[src/rtl/radar_sweep_ctrl.sv]
// Servo sweep and scan-table controller: steps a servo through 32 angles in a
// ping-pong sweep, stores one distance per angle, exposes table/status over Avalon-MM.
module radar_sweep_ctrl #(
  parameter int PWM_PERIOD     = 1000000,
  parameter int PULSE_MIN      = 50000,
  parameter int PULSE_STEP     = 1612,
  parameter int SETTLE_PERIODS = 3,
  parameter int TIMEOUT_CYCLES = 2500000
) (
  input  logic        clk,
  input  logic        reset,
  input  logic [9:0]  dist_in,
  input  logic        dist_valid,
  output logic        servo_pwm,
  input  logic [5:0]  avs_address,
  input  logic        avs_read,
  input  logic        avs_write,
  input  logic [31:0] avs_writedata,
  output logic [31:0] avs_readdata
);

  localparam int CNT_W = $clog2(PWM_PERIOD);
  localparam int TO_W  = $clog2(TIMEOUT_CYCLES);

  localparam logic [1:0] S_IDLE    = 2'd0;
  localparam logic [1:0] S_SETTLE  = 2'd1;
  localparam logic [1:0] S_MEASURE = 2'd2;
  localparam logic [1:0] S_STORE   = 2'd3;

  logic [CNT_W-1:0] r_cnt;
  logic [23:0]      r_pulse_w;
  logic             r_pwm;
  logic [1:0]       r_state;
  logic [4:0]       r_idx;
  logic             r_dir;
  logic [15:0]      r_sweep_cnt;
  logic             r_enable;
  logic [3:0]       r_settle_cnt;
  logic [TO_W-1:0]  r_timeout_cnt;
  logic [9:0]       r_dist;
  logic [9:0]       r_table [0:31];
  logic [31:0]      r_readdata;

  logic             w_wrap;
  logic [CNT_W-1:0] w_cnt_nxt;
  logic [23:0]      w_pulse_calc;
  logic [23:0]      w_pulse_nxt;
  logic             w_pwm_nxt;
  logic             w_ctrl_wr;
  logic             w_en_eff;
  logic             w_restart;
  logic [1:0]       w_state_nxt;
  logic [4:0]       w_idx_nxt;
  logic             w_dir_nxt;
  logic [15:0]      w_sweep_nxt;
  logic [3:0]       w_settle_nxt;
  logic [TO_W-1:0]  w_to_nxt;
  logic [9:0]       w_dist_nxt;
  logic             w_tbl_we;
  logic [31:0]      w_rdata;
  logic             w_unused;

  assign w_unused = ^avs_writedata[31:2];

  // Pulse width only changes at the period boundary, so a move never produces a runt pulse.
  assign w_wrap       = (r_cnt == CNT_W'(PWM_PERIOD - 1));
  assign w_cnt_nxt    = w_wrap ? {CNT_W{1'b0}} : r_cnt + CNT_W'(1);
  assign w_pulse_calc = 24'(PULSE_MIN) + 24'(r_idx) * 24'(PULSE_STEP);
  assign w_pulse_nxt  = w_wrap ? w_pulse_calc : r_pulse_w;
  assign w_pwm_nxt    = (24'(w_cnt_nxt) < w_pulse_nxt);

  assign w_ctrl_wr = avs_write && (avs_address == 6'h00);
  assign w_en_eff  = w_ctrl_wr ? avs_writedata[0] : r_enable;
  assign w_restart = w_ctrl_wr && avs_writedata[1];

  // Sweep state machine; a CTRL write overrides the normal sequence in the same cycle.
  always_comb begin
    w_state_nxt  = r_state;
    w_idx_nxt    = r_idx;
    w_dir_nxt    = r_dir;
    w_sweep_nxt  = r_sweep_cnt;
    w_settle_nxt = r_settle_cnt;
    w_to_nxt     = r_timeout_cnt;
    w_dist_nxt   = r_dist;
    w_tbl_we     = 1'b0;
    if (w_restart) begin
      w_idx_nxt    = 5'd0;
      w_dir_nxt    = 1'b0;
      w_settle_nxt = 4'd0;
      w_to_nxt     = {TO_W{1'b0}};
      w_state_nxt  = w_en_eff ? S_SETTLE : S_IDLE;
    end else if (!w_en_eff) begin
      w_state_nxt = S_IDLE;
    end else begin
      case (r_state)
        S_IDLE: begin
          w_state_nxt  = S_SETTLE;
          w_settle_nxt = 4'd0;
        end
        S_SETTLE: begin
          if (w_wrap && (r_settle_cnt == 4'(SETTLE_PERIODS - 1))) begin
            w_state_nxt = S_MEASURE;
            w_to_nxt    = {TO_W{1'b0}};
          end else if (w_wrap) begin
            w_settle_nxt = r_settle_cnt + 4'd1;
          end else begin
            w_settle_nxt = r_settle_cnt;
          end
        end
        S_MEASURE: begin
          // A real echo on the expiry cycle takes priority over the no-echo marker.
          if (dist_valid) begin
            w_dist_nxt  = dist_in;
            w_state_nxt = S_STORE;
          end else if (r_timeout_cnt == TO_W'(TIMEOUT_CYCLES - 1)) begin
            w_dist_nxt  = 10'h3FF;
            w_state_nxt = S_STORE;
          end else begin
            w_to_nxt = r_timeout_cnt + TO_W'(1);
          end
        end
        S_STORE: begin
          w_tbl_we     = 1'b1;
          w_state_nxt  = S_SETTLE;
          w_settle_nxt = 4'd0;
          if (!r_dir && (r_idx == 5'd31)) begin
            w_dir_nxt   = 1'b1;
            w_idx_nxt   = 5'd30;
            w_sweep_nxt = r_sweep_cnt + 16'd1;
          end else if (!r_dir) begin
            w_idx_nxt = r_idx + 5'd1;
          end else if (r_idx == 5'd0) begin
            w_dir_nxt   = 1'b0;
            w_idx_nxt   = 5'd1;
            w_sweep_nxt = r_sweep_cnt + 16'd1;
          end else begin
            w_idx_nxt = r_idx - 5'd1;
          end
        end
        default: begin
          w_state_nxt = S_IDLE;
        end
      endcase
    end
  end

  // Avalon read mux.
  always_comb begin
    w_rdata = 32'h0000_0000;
    if (avs_address[5]) begin
      w_rdata = {22'h000000, r_table[avs_address[4:0]]};
    end else if (avs_address == 6'h01) begin
      w_rdata = {r_sweep_cnt, 8'h00, r_state, r_dir, r_idx};
    end else if (avs_address == 6'h00) begin
      w_rdata = {31'h0000_0000, r_enable};
    end else begin
      w_rdata = 32'h0000_0000;
    end
  end

  // All state registers, including the scan table.
  always_ff @(posedge clk) begin
    if (reset) begin
      r_cnt         <= {CNT_W{1'b0}};
      r_pulse_w     <= 24'(PULSE_MIN);
      r_pwm         <= 1'b0;
      r_state       <= S_IDLE;
      r_idx         <= 5'd0;
      r_dir         <= 1'b0;
      r_sweep_cnt   <= 16'd0;
      r_enable      <= 1'b0;
      r_settle_cnt  <= 4'd0;
      r_timeout_cnt <= {TO_W{1'b0}};
      r_dist        <= 10'd0;
      r_readdata    <= 32'h0000_0000;
      for (int i = 0; i < 32; i++) begin
        r_table[i] <= 10'd0;
      end
    end else begin
      r_cnt         <= w_cnt_nxt;
      r_pulse_w     <= w_pulse_nxt;
      r_pwm         <= w_pwm_nxt;
      r_state       <= w_state_nxt;
      r_idx         <= w_idx_nxt;
      r_dir         <= w_dir_nxt;
      r_sweep_cnt   <= w_sweep_nxt;
      r_enable      <= w_en_eff;
      r_settle_cnt  <= w_settle_nxt;
      r_timeout_cnt <= w_to_nxt;
      r_dist        <= w_dist_nxt;
      r_readdata    <= avs_read ? w_rdata : 32'h0000_0000;
      if (w_tbl_we) begin
        r_table[r_idx] <= r_dist;
      end
    end
  end

  assign servo_pwm    = r_pwm;
  assign avs_readdata = r_readdata;

endmodule

[config.mk]
export PLATFORM = sky130hd
export DESIGN_NAME = radar_sweep_ctrl
export DESIGN_NICKNAME = d
export VERILOG_FILES = /design/src/rtl/radar_sweep_ctrl.sv
export SDC_FILE = /design/constraint.sdc
export NUM_CORES = 1
export LEC_CHECK = 0
export CORE_AREA = 2 2 194 196
export DETAILED_ROUTE_END_ITERATION = 10
export DIE_AREA = 0 0 196 198
export GPL_TIMING_DRIVEN = 1
export PLACE_DENSITY = 0.78
export REMOVE_ABC_BUFFERS = 1
export SETUP_SLACK_MARGIN = 0.02
export SYNTH_ARGS = -nofsm -noshare
export SYNTH_HDL_FRONTEND = slang
export SYNTH_SLANG_ARGS = --single-unit
[constraint.sdc]
create_clock -name clk -period 12.5 [get_ports clk]
set_clock_uncertainty 0.2 [all_clocks]
set_input_delay 1.875 -clock clk [delete_from_list [all_inputs] [get_ports clk]]
set_output_delay 1.875 -clock clk [all_outputs]
set_load 0.02 [all_outputs]
Word level (Yosys, flattened, before mapping)
Memories as Yosys holds them, arrays and structs flattened.
Cells that the tools add are included.
- register bits: 138
- memory bits (writable): 320
- input port bits: 53
- output and inout bits: 33
- memories: 1
- memories (memory ; depth ; width ; rd ports ; clocked after Yosys merged registers in ; write ports ; RTL line ; RTL):
    r_table ; 32 ; 10 ; 1 ; 0 ; 32 ; 41 ; logic [9:0] r_table [0:31];
- $add $sub $neg: 7
- $mul: 1
- magnitude comparators: 1
- equality and inequality tests: 15
- muxes and demuxes: 42
- bitwise gates (word level): 2
- reductions and logical operators: 25
- operator list (cell ; number):
    22-bit two-way mux ; 3
    16-bit two-way mux ; 3
    22-bit case mux with 2 select lines ; 1
    10-bit two-way mux ; 4
    32-bit two-way mux ; 1
    20-bit by 24-bit < comparator with 1-bit output ; 1
    24-bit two-way mux ; 1
    22-bit by 1-bit adder with 22-bit output (second input constant) ; 1
    22-bit equality test (second input constant) ; 1
    20-bit by 1-bit adder with 20-bit output (second input constant) ; 1
    20-bit equality test (second input constant) ; 1
    20-bit two-way mux ; 1
    5-bit two-way mux ; 4
    16-bit by 16-bit adder with 17-bit output (first input constant) ; 1
    16-bit by 1-bit adder with 16-bit output (second input constant) ; 1
    1-bit two-way mux ; 15
    5-bit by 9-bit multiplier with 14-bit output (second input constant) ; 1
    2-bit two-way mux ; 5
    2-bit inequality test (second input constant) ; 5
    5-bit AND reduction ; 2
    2-bit nonzero test ; 5
    10-bit OR reduction ; 1
    4-bit two-way mux ; 2
    4-bit case mux with 2 select lines ; 1
    22 further kinds ; 31

Logic depth before layout (Yosys ltp)
Gate-level depths: netlist of the first run.
- depth in word-level cells: 10
- depth in mapped cells: 21

Worst setup path after synthesis of the first run
Ideal clock, no wire load.
- path kind: register to register
- start point: reg r_idx[3]
- end point: reg r_pwm (netlist: servo_pwm)
- library setup time: 0.086 ns
- arrival: 4.317 ns
- data required time: 12.214 ns
- path slack: 7.897 ns
- cell stages (with the launch flop): 22
- cell sequence: dfxtp_1 inv_1 ha_1 ha_1 or2_2 ha_1 ha_1 or3_1 o22ai_1 xor2_1 and3_1 o21ai_0 a21boi_1 ha_1 a21o_1 a21oi_1 nor2b_1 o21ai_0 nand2b_1 a211oi_1 o221ai_1 a211oi_1
- cells in the longest elaborated chain, start to end: 4
- RTL lines (what ; RTL line ; RTL):
    from (decl) ; 34 ; logic [4:0] r_idx;
    from (signal assigned) ; 184 ; r_idx <= w_idx_nxt;
    5-bit by 9-bit multiplier with 14-bit output ; 68 ; assign w_pulse_calc = 24'(PULSE_MIN) + 24'(r_idx) * 24'(PULSE_STEP);
    16-bit by 16-bit adder with 17-bit output ; 68 ;
    24-bit two-way mux ; 69 ; assign w_pulse_nxt = w_wrap ? w_pulse_calc : r_pulse_w;
    20-bit by 24-bit < comparator with 1-bit output ; 70 ; assign w_pwm_nxt = (24'(w_cnt_nxt) < w_pulse_nxt);
    to (signal assigned) ; 182 ; r_pwm <= w_pwm_nxt;
    to (decl) ; 32 ; logic r_pwm;
No other way between the ends.
A chain may end at the register's enable or synchronous reset.

==> results.toml, run 1 <==
[clock_tree]
numCtsBuffers = 47
cts.repair_timing.setup_buffer_count = 0
cts.htree.levels = 2
clock_tree.buffer_depth = 3
clk_pin_slew_ns = 0.06
cts_repair_resize_count = 0
hold_buffers = 0
cts_sinks = 452
cts_root_buffer = "sky130_fd_sc_hd__clkbuf_16"
clk_latency_ns = 0.57
clock_tree_from_tritoncts = "done"

[power]
total_leakage_power_uw = 0.008838
power-per-cell-area_mw_per_mm2 = 133.9
peakVddDrop_mv = 0.1101

[routing]
postRouteAntennaNets = 0
drc = 0
vias = 13870
detailedRoute.firstPassIterationCount = 6
drt_wl_total_um = 48840
detail_route.vias_per_cell = 5.984
drt_iter0_drc = 1356
avgRoutedWirePerCell_um = 21.07

[sta]
final.period_utilization_pct = 52.76
minimum_hold_slack_ns = 0.2453
slew_headroom_pct = 14.22
unrepaired_setup_endpoints_after_global_routing = "false"
final_max_slew_viol_count = 0
finalHoldViolCount = 0
worst_slew_pin_slew_ns = 1.285
post-route-min-period_ns = 6.595
maximum_clock_rate_mhz = 151.6
setup_violations = 0
layout_setup_ws_ns = 5.905
timing.setup.tns_ns = 0

[final_layout]
final-seq-area_mm2 = 0.01225
antenna-diode-count = 0
layout.cells.non_filler = 2318
multi_input_area_mm2 = 0.008995
finish.net_count = 1926
final.fill_count = 2750
drive_above_1_share_pct = 13.02
finish.utilization_pct = 65.38
area_growth_syn_to_layout_pct = 10.67

[setup_path]
worstSetupStartpointType = "input port"
crit_cells = 9
worstReg2RegStart = "r_idx[3]"
cpMaxStageDelayCell = "sky130_fd_sc_hd__nor4_1"
worst_ep_required_time_ns = 12.55
cp_top_family = "simple AND/OR/NAND/NOR gates"
timing.critical_path.arrival_ns = 6.64
timing.critical_path.from = "avs_address[3]"
timing.setup.critical_path_class = "in2reg"
crit_fanout = 21
cp_cell_sequence = "clkdlybuf4s50_1 -> nor4_1 -> nand4_1 -> and2_1 -> nand2b_1 -> nor2_1 -> nand2_1 -> nor2_1 -> or2_2"
worst_r2r_path_depth = 21
delay_contributed_by_the_slowest_stage_of_the_critical_path_ns = 1.10
buffers_plus_inverters_on_the_worst_setup_path = 1
crit_path_frequent_cell = "sky130_fd_sc_hd__nor2_1"
end_kind = "flop"

[yosys]
post_synth_edffs = 320
seq_area_frac_synth_pct = 56.12
synth_area_leader_cell = "sky130_fd_sc_hd__edfxtp_1"
synth_top_area_share_pct = 44.01
synth_seq_cells = 452
ys_dominant_reg_cell = "sky130_fd_sc_hd__edfxtp_1"
post_synth_most_frequent_cells = "sky130_fd_sc_hd__and2_1, sky130_fd_sc_hd__edfxtp_1, sky130_fd_sc_hd__nor2_1"
synth.cell_area_mm2 = 0.02183
most_frequently_used_cell_type_in_the_post_synthesis_netlist = "sky130_fd_sc_hd__and2_1"
synth_area_leaders = "sky130_fd_sc_hd__edfxtp_1, sky130_fd_sc_hd__dfxtp_1, sky130_fd_sc_hd__and2_1, sky130_fd_sc_hd__mux4_2, sky130_fd_sc_hd__ha_1"
synthesis.instances = 1809
ys_warn_count = 0
syn_avg_cell_area_um2 = 12.07
synth.lib_cells_used.distinct = 69
synth_async_sr_flop_share_pct = 0

[min_path]
worst_hold_depth = 2
worst_min_delay_path_startpoint = "r_pulse_w[1]"
hold_path.class = "reg2reg"

[die]
die_area_mm2 = 0.03881
design.portCount = 86
die_width_um = 196
initial_core_utilization_pct = 59.08
placeableCoreArea_mm2 = 0.03696
rows = 71
chipHeight_um = 198

[global_route]
grt_pass1_wl_um = 77220
grtUsageTotal_pct = 25.88
largest_net_degree_at_the_start_of_global_routing = 67
grt_antenna_before_repair = 0
grt_overflow_total = 0
number_of_global_route_vias_before_repair = 13980

[placement]
dp_hpwl_um = 31670
numPortBuffers = 49
numPlacedInstances = 2232
gp_routability_congestion = 0.8509
post-place-ws_ns = 5.519

[outcome]
run_status = "complete, no violations"

[run]
timing.max_cap.violations = 0
-- layout make-up --
class,instances,area share [%]
clock buffer,72,5.717
sequential,452,50.71
tap,474,2.455
clock inverter,14,0.7302
timing repair buffer,76,2.822
multi-input combinational,1208,37.23
inverter,22,0.3418
-- cell families after synthesis --
| logic type | Yosys count | synth area share (%) |
|---|---|---|
| AOI/OAI and AO/OA | 177 | 5.324 |
| xor gates and xnor gates | 66 | 2.648 |
| adders and majority gates | 66 | 3.782 |
| buffers and inverters | 154 | 2.802 |
| DFF | 452 | 56.12 |
| muxes | 120 | 9.668 |
| other | 1 | 0.01718 |
| and+or+nand+nor | 773 | 19.64 |
-- report_power, final --
group          switching [uW]  internal (uW)
Combinational            92.9           68.5
Clock                     567            842
Sequential               15.1           1650
Total                     675           2560
-- final timing paths --
path                   end  slack (ns)
min           r_pulse_w[1]        0.25
min reg2reg   r_pulse_w[1]        0.25
max          r_table[2][4]        5.91
max reg2reg      servo_pwm        7.20
-- flip-flops by register name (all words and copies together), names as in the netlist --
| register | cells |
|---|---|
| r_settle_cnt | 4 |
| avs_readdata | 26 |
| r_dir | 1 |
| r_sweep_cnt | 16 |
| r_dist | 10 |
| r_enable | 1 |
| r_state | 2 |
| r_idx | 5 |
| r_timeout_cnt | 22 |
| r_pulse_w | 24 |
| r_table | 320 |
| servo_pwm | 1 |
| r_cnt | 20 |
-- metrics by stage --
stage | total power (uW) | area, um^2
floorplan | 1781 | 21320
global placement | 1850 | 22600
detailed placement | 1857 | 22600
CTS | 3254 | 24160
global route | 3318 | 24160
finish | 3236 | 24160
-- worst reg2reg max path, delay by kind of cell (launching register included) --
kind	cells	cell delay, ns
and+or+nand+nor	5	1.05
DFF	1	0.57
adders and majority gates	5	1.37
buffers and inverters	1	0.20
AOI/OAI and AO/OA	9	1.62
xor gates and xnor gates	1	0.23
-- layer usage --
metal | part of all wire, % | routed length, um | GRT usage (%) | vias to the layer above
met5 | 0 | 0 | 0 | -
met4 | 3.2 | 1585 | 8.642 | 0
met3 | 6.9 | 3365 | 4.446 | 99
met2 | 49 | 23780 | 44.04 | 498
met1 | 41 | 20110 | 33.97 | 6854
li1 | - | - | - | 6420
-- cell usage in the layout (no fill, tap or decap), types with 9 or more instances in the layout --
cell                              netlist  layout
sky130_fd_sc_hd__clkdlybuf4s50_1        0      45
sky130_fd_sc_hd__mux4_2                71      71
sky130_fd_sc_hd__and3_1                17      17
sky130_fd_sc_hd__nand2_1               87      87
sky130_fd_sc_hd__edfxtp_1             320     320
sky130_fd_sc_hd__mux2i_1               32      32
sky130_fd_sc_hd__buf_4                  6      28
sky130_fd_sc_hd__nor3_1                17      17
sky130_fd_sc_hd__clkbuf_1             107      13
sky130_fd_sc_hd__or4_1                 12      12
sky130_fd_sc_hd__ha_1                  66      66
sky130_fd_sc_hd__xnor2_1               37      37
sky130_fd_sc_hd__nand3_1               29      29
sky130_fd_sc_hd__or2_2                 34      34
sky130_fd_sc_hd__clkbuf_16              0      47
sky130_fd_sc_hd__nand4_1               11      11
sky130_fd_sc_hd__nand2b_1              12      12
sky130_fd_sc_hd__o22ai_1               11      11
sky130_fd_sc_hd__clkbuf_8               0      11
sky130_fd_sc_hd__nor2b_1               22      22
sky130_fd_sc_hd__mux2_2                17      17
sky130_fd_sc_hd__and2_1               349     349
sky130_fd_sc_hd__inv_1                 21      21
sky130_fd_sc_hd__a211oi_1              14      14
sky130_fd_sc_hd__a21oi_1               44      44
sky130_fd_sc_hd__dfxtp_1              132     132
sky130_fd_sc_hd__nor2_1               146     146
sky130_fd_sc_hd__xor2_1                29      29
sky130_fd_sc_hd__or3_1                 12      12
sky130_fd_sc_hd__o21ai_0               45      45
sky130_fd_sc_hd__a311oi_1               9       9
Note: power is estimated with default switching activity, not from simulation.
==> inputs of run 2 (changes only) <==
Clock period 12.5 ns to 6.4 ns, I/O delays scaled along.
==> run 2 against run 1 <==
Net effect:
- worst setup slack worse by 4.8 ns
- cell count increased by 0.73%
- final area up 0.42%
- critical path depth increased by 12
- total power rose by 95%
- hold slack hardly changed
- sequential cell count unchanged
- sequential share of layout area shrank 0.21 points
- critical path type is now reg2reg
- largest power group unchanged
==> results.toml, run 2 (same netlist as run 1, synthesis figures left out) <==
[clock_tree]
clock_tree_from_tritoncts = "done"
cts_repair_resize_count = 0
cts.htree.levels = 2
clk_pin_slew_ns = 0.06
cts.repair_timing.setup_buffer_count = 0
clock_tree.buffer_depth = 3
hold_buffers = 0
numCtsBuffers = 48
clk_latency_ns = 0.58
cts_root_buffer = "sky130_fd_sc_hd__clkbuf_16"
cts_sinks = 452

[power]
swShare_pct = 21.10
p_sw_uw = 1331
total_leakage_power_uw = 0.008901
seq_power_share_pct = 51.6
clock_power_share_pct = 43.4
design_power_total_uw = 6310
peakVddDrop_mv = 0.2218
p_int_uw = 4979
combPwrFrac_pct = 5.0
power-per-cell-area_mw_per_mm2 = 260.1

[run]
timing.max_cap.violations = 0

[setup_path]
end_kind = "flop"
timing.setup.critical_path_class = "reg2reg"
cpMaxStageDelayCell = "sky130_fd_sc_hd__dfxtp_1"
worstSetupStartpointType = "flop"
cp_cell_sequence = "inv_1 -> ha_1 -> ha_1 -> or2_2 -> ha_1 -> ha_1 -> or3_1 -> o22ai_1 -> xor2_1 -> and3_1 -> o21ai_0 -> a21boi_1 -> ha_1 -> a21o_1 -> a21oi_1 -> nor2b_1 -> o21ai_0 -> nand2b_1 -> a211oi_1 -> o221ai_1 -> a211oi_1"
cp_top_family = "compound AO/OA/AOI/OAI gates"
timing.critical_path.from = "r_idx[3]"
crit_fanout = 8
worstReg2RegStart = "r_idx[3]"
timing.critical_path.arrival_ns = 5.60
delay_contributed_by_the_slowest_stage_of_the_critical_path_ns = 0.51
worst_ep_required_time_ns = 6.68
buffers_plus_inverters_on_the_worst_setup_path = 1
crit_path_frequent_cell = "sky130_fd_sc_hd__ha_1"

[sta]
finalHoldViolCount = 0
worst_slew_pin_slew_ns = 1.191
slew_headroom_pct = 19.37
setup_violations = 0
final_max_slew_viol_count = 0
unrepaired_setup_endpoints_after_global_routing = "false"
timing.setup.tns_ns = 0
final.period_utilization_pct = 83.10
minimum_hold_slack_ns = 0.2458
post-route-min-period_ns = 5.319
layout_setup_ws_ns = 1.081
maximum_clock_rate_mhz = 188.0

[routing]
drc = 0
drt_iter0_drc = 1158
detail_route.vias_per_cell = 5.971
detailedRoute.firstPassIterationCount = 6
vias = 13940
postRouteAntennaNets = 0
drt_wl_total_um = 49580
avgRoutedWirePerCell_um = 21.23

[die]
initial_core_utilization_pct = 59.08
die_area_mm2 = 0.03881
placeableCoreArea_mm2 = 0.03696
rows = 71
chipHeight_um = 198
design.portCount = 86
die_width_um = 196

[final_layout]
layout.cells.most_common = "sky130_fd_sc_hd__and2_1"
finish.net_count = 1942
drive_above_1_share_pct = 13.33
largest_reg_flops = 320
antenna-diode-count = 0
area_growth_syn_to_layout_pct = 11.14
layout_common_cells = "sky130_fd_sc_hd__and2_1, sky130_fd_sc_hd__edfxtp_1, sky130_fd_sc_hd__nor2_1, sky130_fd_sc_hd__dfxtp_1, sky130_fd_sc_hd__nand2_1"
largest-register = "r_table"

[min_path]
hold_path.class = "reg2reg"
worst_min_delay_path_startpoint = "r_pulse_w[1]"

[outcome]
run_status = "complete, no violations"

[global_route]
grtUsageTotal_pct = 26.04
grt_overflow_total = 0
grt_antenna_before_repair = 0
number_of_global_route_vias_before_repair = 13980
grt_pass1_wl_um = 76960
largest_net_degree_at_the_start_of_global_routing = 75

[placement]
post-place-ws_ns = 1.188
numPortBuffers = 49
dp_hpwl_um = 32310
gp_routability_congestion = 0.8516
[run 2: cell count changes in the layout (fill, tap and decap cells not counted)]
| cell | before | now |
|---|---|---|
| sky130_fd_sc_hd__buf_4 | 28 | 43 |
| sky130_fd_sc_hd__clkbuf_4 | 0 | 1 |
| sky130_fd_sc_hd__clkinv_2 | 8 | 4 |
| sky130_fd_sc_hd__clkbuf_16 | 47 | 49 |
| sky130_fd_sc_hd__clkinv_1 | 0 | 11 |
| sky130_fd_sc_hd__clkbuf_8 | 11 | 5 |
| sky130_fd_sc_hd__clkbuf_2 | 1 | 0 |
| sky130_fd_sc_hd__inv_6 | 1 | 0 |
| sky130_fd_sc_hd__clkinvlp_2 | 0 | 1 |
| sky130_fd_sc_hd__clkinv_4 | 0 | 1 |
| sky130_fd_sc_hd__clkbuf_1 | 13 | 11 |
[run 2: worst register-to-register path, delay by kind of cell (launching register included)]
kind / cells / cell delay [ns]
simple gates: 5 / 1.09
compound gates: 9 / 1.64
buf+inv: 1 / 0.19
flops: 1 / 0.51
xor+xnor: 1 / 0.25
fa+ha+maj: 5 / 1.37
[run 2: final cells by class]
cell class,instances,area (um^2)
fillers,2730,12690
flip-flops and latches,452,12250
multi-input cells,1208,8995
clock buffers,66,1344
repair buffers,91,794.5
well taps,474,593.1
clock inverters,22,202.7
inverters,22,82.58
[run 2: metrics by stage]
stage	utilization [%]	instance area, um^2	cells
finish	65.66	24260	2335
CTS	65.66	24260	2335
global placement	61.47	22720	2247
floorplan	-	21320	1682
global route	65.66	24260	2335
detailed placement	61.47	22720	2247
[run 2: power by group through the flow]
stage                     Sequential [uW]  Clock, uW  Combinational [uW]
final                                3250       2740                 314
after global routing                 3260       2890                 333
after CTS                            3250       2780                 314
after detailed placement             3320          0                 313
after global placement               3310          0                 308
after floorplan                      3300          0                 177
[run 2: path summary, 6_finish.rpt]
kind                       end  slack, ns  cells after the start
hold reg to reg   r_pulse_w[1]       0.25                      2
hold / removal    r_pulse_w[1]       0.25                      2
setup reg to reg     servo_pwm       1.08                     21
setup / recovery     servo_pwm       1.08                     21
[run 2: metal layers]
layer	GRT usage, %	routed length [um]	vias up
li1	-	-	6451
met1	34.22	20430	6876
met2	43.32	23840	514
met3	5.808	3891	101
met4	8.530	1412	0
met5	0	0	-
==> inputs of run 3 (changes only) <==
Clock period 6.4 ns to 5.49 ns, I/O delays scaled along.
==> run 3 against run 2 <==
Net effect:
- combinational power rose by 18%
- final area barely moved
- sequential share of layout area barely moved
- total power rose by 14%
==> results.toml, run 3 (same netlist as run 1, synthesis figures left out) <==
[routing]
postRouteAntennaNets = 0
detailedRoute.firstPassIterationCount = 5
drc = 0
vias = 13950
avgRoutedWirePerCell_um = 21.34
detail_route.vias_per_cell = 5.945
drt_iter0_drc = 1281
drt_wl_total_um = 50060

[global_route]
grt_pass1_wl_um = 77980
number_of_global_route_vias_before_repair = 13960
grt_antenna_before_repair = 1
grt_overflow_total = 0
grtUsageTotal_pct = 26.37
largest_net_degree_at_the_start_of_global_routing = 66

[clock_tree]
clk_pin_slew_ns = 0.07
clock_tree_from_tritoncts = "done"
cts.htree.levels = 2
clock_tree.buffer_depth = 3
hold_buffers = 0
cts_sinks = 452
cts.repair_timing.setup_buffer_count = 0
clk_latency_ns = 0.56
numCtsBuffers = 47
cts_repair_resize_count = 0
cts_root_buffer = "sky130_fd_sc_hd__clkbuf_16"

[sta]
setup_violations = 0
unrepaired_setup_endpoints_after_global_routing = "false"
maximum_clock_rate_mhz = 197.5
post-route-min-period_ns = 5.063
worst_slew_pin_slew_ns = 1.368
final_max_slew_viol_count = 0
finalHoldViolCount = 0
final.period_utilization_pct = 92.22
timing.setup.tns_ns = 0
slew_headroom_pct = 8.657

[setup_path]
register_to_register_setup_slack_ns = 0.43
end_kind = "flop"
crit_fanout = 5
crit_path_frequent_cell = "sky130_fd_sc_hd__ha_1"
cp_top_family = "compound AO/OA/AOI/OAI gates"
worstSetupStartpointType = "flop"
cp_cell_sequence = "inv_1 -> ha_1 -> ha_1 -> or2_2 -> ha_1 -> ha_1 -> or3_1 -> o22ai_1 -> xor2_1 -> and3_1 -> o21ai_0 -> a21boi_1 -> ha_1 -> a21o_1 -> a21oi_1 -> nor2b_1 -> o21ai_0 -> nand2b_1 -> a211oi_1 -> o221ai_1 -> a211oi_1"
delay_contributed_by_the_slowest_stage_of_the_critical_path_ns = 0.41
timing.critical_path.arrival_ns = 5.32
regToRegEndpoint = "servo_pwm"
worst_ep_required_time_ns = 5.75
worst_r2r_path_depth = 21
cpMaxStageDelayCell = "sky130_fd_sc_hd__or3_1"
timing.setup.critical_path_class = "reg2reg"
buffers_plus_inverters_on_the_worst_setup_path = 1
worstReg2RegStart = "r_idx[3]"

[outcome]
run_status = "complete, no violations"

[power]
p_int_uw = 5672
swShare_pct = 21.11
clock_power_share_pct = 42.1
power-per-cell-area_mw_per_mm2 = 296.2
seq_power_share_pct = 52.8
peakVddDrop_mv = 0.2449
p_sw_uw = 1518
combPwrFrac_pct = 5.2
design_power_total_uw = 7190
total_leakage_power_uw = 0.008927

[final_layout]
finish.utilization_pct = 65.68
layout_common_cells = "sky130_fd_sc_hd__and2_1, sky130_fd_sc_hd__edfxtp_1, sky130_fd_sc_hd__nor2_1, sky130_fd_sc_hd__dfxtp_1, sky130_fd_sc_hd__nand2_1"
drive_above_1_share_pct = 13.68
final.fill_count = 2724
largest-register = "r_table"
layout.cells.most_common = "sky130_fd_sc_hd__and2_1"
area_growth_syn_to_layout_pct = 11.18
largest_reg_flops = 320
finish.net_count = 1953

[die]
die_area_mm2 = 0.03881
design.portCount = 86
placeableCoreArea_mm2 = 0.03696
chipHeight_um = 198
die_width_um = 196
rows = 71
initial_core_utilization_pct = 59.08

[min_path]
worst_hold_depth = 2
end_point_of_the_most_critical_hold_path = "r_pulse_w[19]"
worst_min_delay_path_startpoint = "r_pulse_w[19]"
hold_path.class = "reg2reg"

[run]
timing.max_cap.violations = 0

[placement]
dp_hpwl_um = 32440
gp_routability_congestion = 0.8886
numPortBuffers = 49
## run 3: cell types whose count changed in the layout (fill, tap and decap cells not counted), sizes merged
cell,change
clkinvlp,-2
clkinv,-1
bufinv,-3
diode,+1
clkbuf,+4
buf,+12
## run 3: layer usage
metal	global-route usage [%]	vias up	routed length [um]
met4	9.877	2	1686
met2	44.27	515	24570
met5	0	-	10
li1	-	6494	-
met3	4.633	106	3352
met1	34.64	6830	20450
## run 3: layout make-up
type | instances | area [um^2] | share of cell area, %
Tap cell | 474 | 593.1 | 2.443
Inverter | 22 | 82.58 | 0.3402
Multi-Input combinational cell | 1208 | 8995 | 37.06
Clock inverter | 16 | 96.34 | 0.3969
Antenna cell | 1 | 2.502 | 0.01031
Clock buffer | 70 | 1365 | 5.624
Timing Repair Buffer | 103 | 884.6 | 3.645
Sequential cell | 452 | 12250 | 50.48
## run 3: tightest hold or removal path: stages (launching register included)
cell                      delay (ns)
sky130_fd_sc_hd__dfxtp_1        0.29
sky130_fd_sc_hd__nand2_1        0.07
sky130_fd_sc_hd__nor2_1         0.04
## run 3: metrics by stage
step / hold slack [ns] / area (um^2) / instances / worst slack (ns)
2_1_floorplan: 0.2209 / 21320 / 1682 / 0.8205
5_1_grt: 0.2740 / 24270 / 2345 / 0.04221
3_3_place_gp: 0.2309 / 22810 / 2259 / 0.6417
6_report: 0.2416 / 24270 / 2346 / 0.4271
3_5_place_dp: 0.2380 / 22810 / 2259 / 0.4469
4_1_cts: 0.2467 / 24270 / 2345 / 0.3903
## run 3: worst max-delay path by stage
stage                     slack, ns   endpoint     start  cells after the start
after CTS                      0.39  servo_pwm  r_idx[4]                     20
after global placement         0.64  servo_pwm  r_idx[4]                     20
after global routing           0.04  servo_pwm  r_idx[3]                     21
after detailed placement       0.45  servo_pwm  r_idx[4]                     20
after floorplan                0.82  servo_pwm  r_idx[3]                     21
final                          0.43  servo_pwm  r_idx[3]                     21
## run 3: power groups by stage
stage	sequential [uW]	combinational, uW	clock (uW)
floorplan	3850	206	0
global placement	3850	364	0
detailed placement	3860	369	0
CTS	3790	371	3050
global route	3800	392	3190
finish	3790	371	3030
